==> config.mk <==
export PLATFORM = sky130hd
export DESIGN_NAME = ifetch_pair_buffer
export DESIGN_NICKNAME = d
export VERILOG_FILES = /design/src/rtl/ifb_pkg.sv /design/src/rtl/ifb_dual_pop_fifo.sv /design/src/rtl/ifetch_pair_buffer.sv
export SDC_FILE = /design/constraint.sdc
export NUM_CORES = 1
export LEC_CHECK = 0
export ABC_AREA = 1
export CAP_MARGIN = 0
export CORE_MARGIN = 4
export CORE_UTILIZATION = 49
export DETAILED_ROUTE_END_ITERATION = 16
export PLACE_DENSITY_LB_ADDON = 0.25
export SETUP_SLACK_MARGIN = 0.5
export SLEW_MARGIN = 20
export SYNTH_ARGS = -nofsm -noshare
export SYNTH_HDL_FRONTEND = slang
export SYNTH_SLANG_ARGS = --single-unit
==> constraint.sdc <==
create_clock -name clk -period 3 [get_ports clk]
set_input_delay 0.45 -clock clk [delete_from_list [all_inputs] [get_ports clk]]
set_output_delay 0.45 -clock clk [all_outputs]
set_load 0.05 [all_outputs]
==> src/rtl/ifb_pkg.sv <==
// Shared types and constants for the instruction fetch pair buffer.
package ifb_pkg;
    localparam int IFB_ADDR_W  = 8;
    localparam int IFB_INSTR_W = 16;

    localparam logic [2:0] HALT_OPCODE = 3'b111;

    typedef struct packed {
        logic [IFB_INSTR_W-1:0] instr;
        logic [IFB_ADDR_W-1:0]  pc;
    } fetch_entry_t;

    typedef struct packed {
        logic [IFB_ADDR_W-1:0] pc;
        logic                  epoch;
    } inflight_tag_t;

    function automatic logic is_halt(input logic [IFB_INSTR_W-1:0] word);
        return word[IFB_INSTR_W-1 -: 3] == HALT_OPCODE;
    endfunction
endpackage

==> src/rtl/ifb_dual_pop_fifo.sv <==
// Circular queue of fetch entries: single push, pop of 0/1/2, flush, exposes head and head+1.
module ifb_dual_pop_fifo
    import ifb_pkg::*;
#(
    parameter int DEPTH = 4
) (
    input  logic                     clk,
    input  logic                     reset,
    input  logic                     flush,
    input  logic                     push,
    input  fetch_entry_t             push_entry,
    input  logic [1:0]               pop_n,
    output fetch_entry_t             head_entry,
    output fetch_entry_t             next_entry,
    output logic [$clog2(DEPTH):0]   count
);
    localparam int PTR_W = $clog2(DEPTH);
    localparam int CNT_W = PTR_W + 1;

    fetch_entry_t     mem [DEPTH];
    logic [PTR_W-1:0] head;
    logic [PTR_W-1:0] tail;

    // Tail is derived from the pre-pop count, so a same-cycle pop never moves it.
    assign tail       = head + count[PTR_W-1:0];
    assign head_entry = mem[head];
    assign next_entry = mem[head + PTR_W'(1)];

    always_ff @(posedge clk) begin
        if (push) begin
            mem[tail] <= push_entry;
        end
    end

    always_ff @(posedge clk) begin
        if (reset || flush) begin
            head  <= '0;
            count <= '0;
        end else begin
            head  <= head + PTR_W'(pop_n);
            count <= count + CNT_W'(push) - CNT_W'(pop_n);
        end
    end
endmodule

==> src/rtl/ifetch_pair_buffer.sv <==
// Fetches one word per cycle into a small queue and presents the two oldest as an issue pair.
// Optional HALT detection is enabled by defining IFB_HALT_DETECT_EN.
module ifetch_pair_buffer
    import ifb_pkg::*;
#(
    parameter int DEPTH   = 4,
    parameter int ADDR_W  = IFB_ADDR_W,
    parameter int INSTR_W = IFB_INSTR_W
) (
    input  logic               clk,
    input  logic               reset,
    output logic               mem_rd,
    output logic [ADDR_W-1:0]  mem_addr,
    input  logic [INSTR_W-1:0] mem_rdata,
    input  logic               redirect,
    input  logic [ADDR_W-1:0]  redirect_pc,
    input  logic               fetch_next,
    output logic [INSTR_W-1:0] p0_IR,
    output logic [INSTR_W-1:0] p1_IR,
    output logic               p0_valid,
    output logic               p1_valid,
    output logic [ADDR_W-1:0]  p0_pc,
    output logic               halted
);
    localparam int CNT_W = $clog2(DEPTH) + 1;

    logic [ADDR_W-1:0] fetch_pc;
    logic              epoch;
    logic              inflight_vld;
    inflight_tag_t     inflight_tag;

    logic [CNT_W-1:0]  count;
    logic [CNT_W-1:0]  post_pop;
    logic [1:0]        pop_n;
    logic              push;
    fetch_entry_t      push_entry;
    fetch_entry_t      head_entry;
    fetch_entry_t      next_entry;

    assign p0_valid = count >= CNT_W'(1);
    assign p1_valid = count >= CNT_W'(2);

    assign pop_n    = (fetch_next && !redirect) ? ({1'b0, p0_valid} + {1'b0, p1_valid}) : 2'd0;
    assign post_pop = count - CNT_W'(pop_n);

    // Reserving a slot for the in-flight word is what keeps the queue from overflowing.
    assign mem_rd   = !reset && !halted && !redirect &&
                      ((post_pop + CNT_W'(inflight_vld)) < CNT_W'(DEPTH));
    assign mem_addr = mem_rd ? fetch_pc : '0;

    assign push       = inflight_vld && (inflight_tag.epoch == epoch) && !redirect && !halted;
    assign push_entry = '{instr: mem_rdata, pc: inflight_tag.pc};

    assign p0_IR = p0_valid ? head_entry.instr : '0;
    assign p1_IR = p1_valid ? next_entry.instr : '0;
    assign p0_pc = p0_valid ? head_entry.pc    : '0;

    always_ff @(posedge clk) begin
        if (reset) begin
            fetch_pc     <= '0;
            epoch        <= 1'b0;
            inflight_vld <= 1'b0;
            inflight_tag <= '0;
        end else begin
            inflight_vld <= mem_rd;
            inflight_tag <= '{pc: fetch_pc, epoch: epoch};
            if (redirect) begin
                fetch_pc <= redirect_pc;
                epoch    <= ~epoch;
            end else if (mem_rd) begin
                fetch_pc <= fetch_pc + ADDR_W'(1);
            end
        end
    end

`ifdef IFB_HALT_DETECT_EN
    // A word returning after the HALT sees halted=1 and is dropped by the push gate.
    always_ff @(posedge clk) begin
        if (reset || redirect) begin
            halted <= 1'b0;
        end else if (push && is_halt(mem_rdata)) begin
            halted <= 1'b1;
        end
    end
`else
    assign halted = 1'b0;
`endif

    ifb_dual_pop_fifo #(.DEPTH(DEPTH)) u_fifo (
        .clk        (clk),
        .reset      (reset),
        .flush      (redirect),
        .push       (push),
        .push_entry (push_entry),
        .pop_n      (pop_n),
        .head_entry (head_entry),
        .next_entry (next_entry),
        .count      (count)
    );
endmodule

==> out/qor.log <==
INFO  power_and_ir_drop power.total=0.004468W
INFO  synth          yosysWarnings=0
INFO  global_route   grt_max_degree=48
INFO  final_layout   fillers=753
INFO  final_layout   flow.area_growth_from_synthesis=41.77%
INFO  placed_design  place.port_buffers=78
INFO  sta            timing_hold_violations_final=0
INFO  route          drt_first_pass_iters=6
INFO  floorplanning  dieWidth=113.7microns
INFO  critical_path  regToRegSetupSlack=0.70ns
INFO  route          ant_nets=0
INFO  route          totalWireLength=14,290microns
INFO  placed_design  detailed_place_hpwl=8526microns
INFO  critical_path  startpoint=u_fifo.count[2]
INFO  cts            htree_num_levels=4
INFO  final_layout   mostFrequentLayoutCells=sky130_fd_sc_hd__nand2_1 (102), sky130_fd_sc_hd__edfxtp_1 (96), sky130_fd_sc_hd__nor2_1 (83), sky130_fd_sc_hd__o21ai_0 (56)
INFO  synth          ys_ff_latch=120
INFO  route          wl_per_cell=17.32microns
INFO  critical_path  startpoint_type=flop
INFO  synth          netlist.top_cell.by_area=sky130_fd_sc_hd__edfxtp_1
INFO  cts            number_of_buffers_created_by_cts=17
INFO  floorplanning  io-pin-count=80
INFO  sta            slew_viol_final=0
INFO  floorplanning  die_h=113.7microns
INFO  route          drc_viols=0
INFO  critical_path  critPathKind=reg -> out
INFO  sta            worst_margin_slew=0.4958ns
INFO  critical_path  setup.worst_path.end_class=output pin
INFO  sta            min_period=2.996ns
INFO  final_layout   antenna-diode-count=0
INFO  cts            clock_root_buffer_master=sky130_fd_sc_hd__clkbuf_8
INFO  sta            final.period_utilization=99.88%
INFO  cts            clk_pin_slew=0.06ns
INFO  critical_path  critical_path_peak_fanout=5
INFO  cts            cts.sinks=120
INFO  floorplanning  die_outline_area=0.01294sqmm
INFO  global_route   global_route.overflow_total=0
INFO  critical_path  rr_startpoint=u_fifo.count[2]
INFO  floorplanning  coreArea=0.01089sqmm
INFO  critical_path  regToRegEndpoint=fetch_pc[7]
INFO  sta            layout_setup_ws=0.003505ns
INFO  route          detailroute.via_count=4,588
INFO  status         status=complete, no violations
INFO  floorplanning  effective_utilization_at_floorplan=50.32%
INFO  sta            setup_viol=0
INFO  synth          post_synth_main_area_contributors=sky130_fd_sc_hd__edfxtp_1 (53%), sky130_fd_sc_hd__dfxtp_1 (8.8%), sky130_fd_sc_hd__nand2_1 (7.3%), sky130_fd_sc_hd__nor2_1 (6.3%), sky130_fd_sc_hd__o21ai_0 (5.2%)
INFO  worst_hold_path min_from=epoch
INFO  final_layout   seqCellArea=0.003378sqmm
INFO  synth          syn-mean-instance-area=9.595squm
INFO  sta            max-slew-margin-rel=66.84%
INFO  global_route   track_usage=22.00%
INFO  synth          yosysUniqueCellTypes=32
INFO  job            max_cap_viol_count=0
INFO  final_layout   multi_input_comb_area=0.001981sqmm
INFO  synth          yosysTopAreaCellShare=52.61%
INFO  worst_hold_path timing.hold.worst_endpoint=epoch
INFO  worst_hold_path min-delay-path-class=reg -> reg
INFO  critical_path  worst-endpoint-arrival=2.55ns
INFO  cts            insertion_delay=0.51ns
INFO  final_layout   instances_no_fill=825
INFO  sta            unrepaired_setup_endpoints_after_global_routing=yes
INFO  worst_hold_path holdPathStages=2
INFO  sta            fmax=0.3337GHz
INFO  placed_design  routabilityCongestion=0.8241
INFO  final_layout   nets=706
INFO  synth          synth_area=0.005479sqmm
INFO  final_layout   drive_above_1_share=24.67%
INFO  synth          synthCells=571
INFO  cts            tritoncts=yes
INFO  route          detailedRoute.firstIterationViolations=423
INFO  cts            cts_hold_repair.buffers=0
INFO  placed_design  numPlacedInstances=777
INFO  final_layout   mostFrequentLayoutCell=sky130_fd_sc_hd__nand2_1
INFO  global_route   grt_first_pass_wirelength=22,220microns
INFO  power_and_ir_drop power.ir.vdd_worst=363.2uV
INFO  global_route   vias_in_the_first_global_route=4,719
INFO  global_route   antenna_found_initial=0
INFO  power_and_ir_drop p_leak=2.899nW
INFO  route          viasPerCell=5.561
INFO  floorplanning  rows=38
INFO  power_and_ir_drop power_density=575.3mW/mm^2
INFO  critical_path  reg2regPathDepth=16
INFO  synth          synth-seq-area-share=61.38%
INFO  placed_design  detailedPlace.worstSlack=-0.1276ns
INFO  sta            finClkSkew=0.007130ns
INFO  critical_path  worst_ep_required_time=2.55ns
INFO  cts            clockBufferDepth=2
## per-layer routing
metal	up-vias	GRT usage (%)	wire length [microns]
met4	0	11.38	387
li1	2140	-	-
met1	2173	24.16	5244
met5	-	0	0
met3	43	5.623	1261
met2	232	39.10	7398
## layout make-up
class,instances,area share (%)
Clock buffer,18,5.509
Clock inverter,14,2.239
Inverter,49,2.658
Multi-Input combinational cell,371,25.50
Sequential cell,120,43.49
Tap cell,140,2.255
Timing Repair Buffer,113,18.35
## power by group
part / switching (W) / leakage (nW) / internal (W) / total (W)
clock: 0.000725 / 0.272 / 0.00129 / 0.00201
sequential: 0.0000216 / 1.07 / 0.00182 / 0.00184
combinational: 0.000375 / 1.56 / 0.000240 / 0.000615
## sequential cells by signal, summed over array words and instances, names as in the netlist
register,count
inflight_vld,1
u_fifo.head,2
u_fifo.count,3
inflight_tag,9
u_fifo.mem,96
epoch,1
fetch_pc,8
## critical path, stage by stage, from the launching register on
cell and delay, ns:
sky130_fd_sc_hd__dfxtp_4 0.35, sky130_fd_sc_hd__nor2_4 0.13, sky130_fd_sc_hd__clkinvlp_4 0.12, sky130_fd_sc_hd__nand2_4 0.09, sky130_fd_sc_hd__ha_4 0.20, sky130_fd_sc_hd__ha_4 0.26
sky130_fd_sc_hd__nand2_2 0.04, sky130_fd_sc_hd__inv_2 0.05, sky130_fd_sc_hd__nand3_2 0.09, sky130_fd_sc_hd__nand2_2 0.10, sky130_fd_sc_hd__nand2_2 0.06, sky130_fd_sc_hd__nand3_4 0.15
sky130_fd_sc_hd__buf_12 0.16, sky130_fd_sc_hd__clkinvlp_4 0.10, sky130_fd_sc_hd__buf_12 0.15
## cells by family (layout without fill, tap and decap cells)
logic type	after synthesis	count (layout)	share of synthesized area (%)
AND/OR/NAND/NOR	228	228	16.85
AO/OA/AOI/OAI	126	126	12.74
flip-flops	120	120	61.38
buffers and inverters	81	194	6.097
XOR/XNOR	8	8	1.279
adder cells (fa/ha/maj)	6	6	1.507
other	2	3	0.1371
## worst max path at each step
stage,slack [ns],cells after the start,to
3_3_place_gp,-0.05,14,mem_addr[1]
5_1_grt,-0.10,14,mem_rd
2_1_floorplan,-0.004,5,u_fifo.mem[2][0]
4_1_cts,0.0004,13,mem_addr[3]
6_report,0.004,14,mem_rd
3_5_place_dp,-0.13,14,mem_addr[1]
## stage by stage
| stage | instance area (sq um) | setup TNS [ns] | utilization (%) | hold slack [ns] |
|---|---|---|---|---|
| 2_1_floorplan | 5583 | -0.1922 | - | 0.4383 |
| 4_1_cts | 7617 | 0 | 69.96 | 0.4717 |
| 3_5_place_dp | 6783 | -1.039 | 62.30 | 0.4620 |
| 3_3_place_gp | 6783 | -0.3428 | 62.30 | 0.4459 |
| 6_report | 7767 | 0 | 71.34 | 0.4674 |
| 5_1_grt | 7767 | -0.5180 | 71.34 | 0.4957 |
## synth_stat cells, drive strengths merged
| master | count |
|---|---|
| nand4 | 1 |
| xor2 | 6 |
| nand3 | 19 |
| inv | 48 |
| buf | 21 |
| xnor2 | 2 |
| conb | 2 |
| fa | 1 |
| dfxtp | 24 |
| nand2 | 109 |
| edfxtp | 96 |
| and3 | 1 |
| o211ai | 15 |
| clkbuf | 11 |
| o21ai | 57 |
| ha | 5 |
| a22oi | 2 |
| a21oi | 38 |
| a31oi | 14 |
| clkinv | 1 |
| nor3 | 3 |
| nor2 | 95 |
## timing repair
| item | 4_1_cts | 5_1_grt |
|---|---|---|
| endpoints found under the setup margin | 50 | 49 |
| pin swaps | 11 | 13 |
| endpoints found under the hold margin | 0 | 0 |
| setup buffers | 11 | 2 |
| cloned | 1 | 2 |
| resized for setup | 25 | 26 |
(Power assumes the default switching activity.)
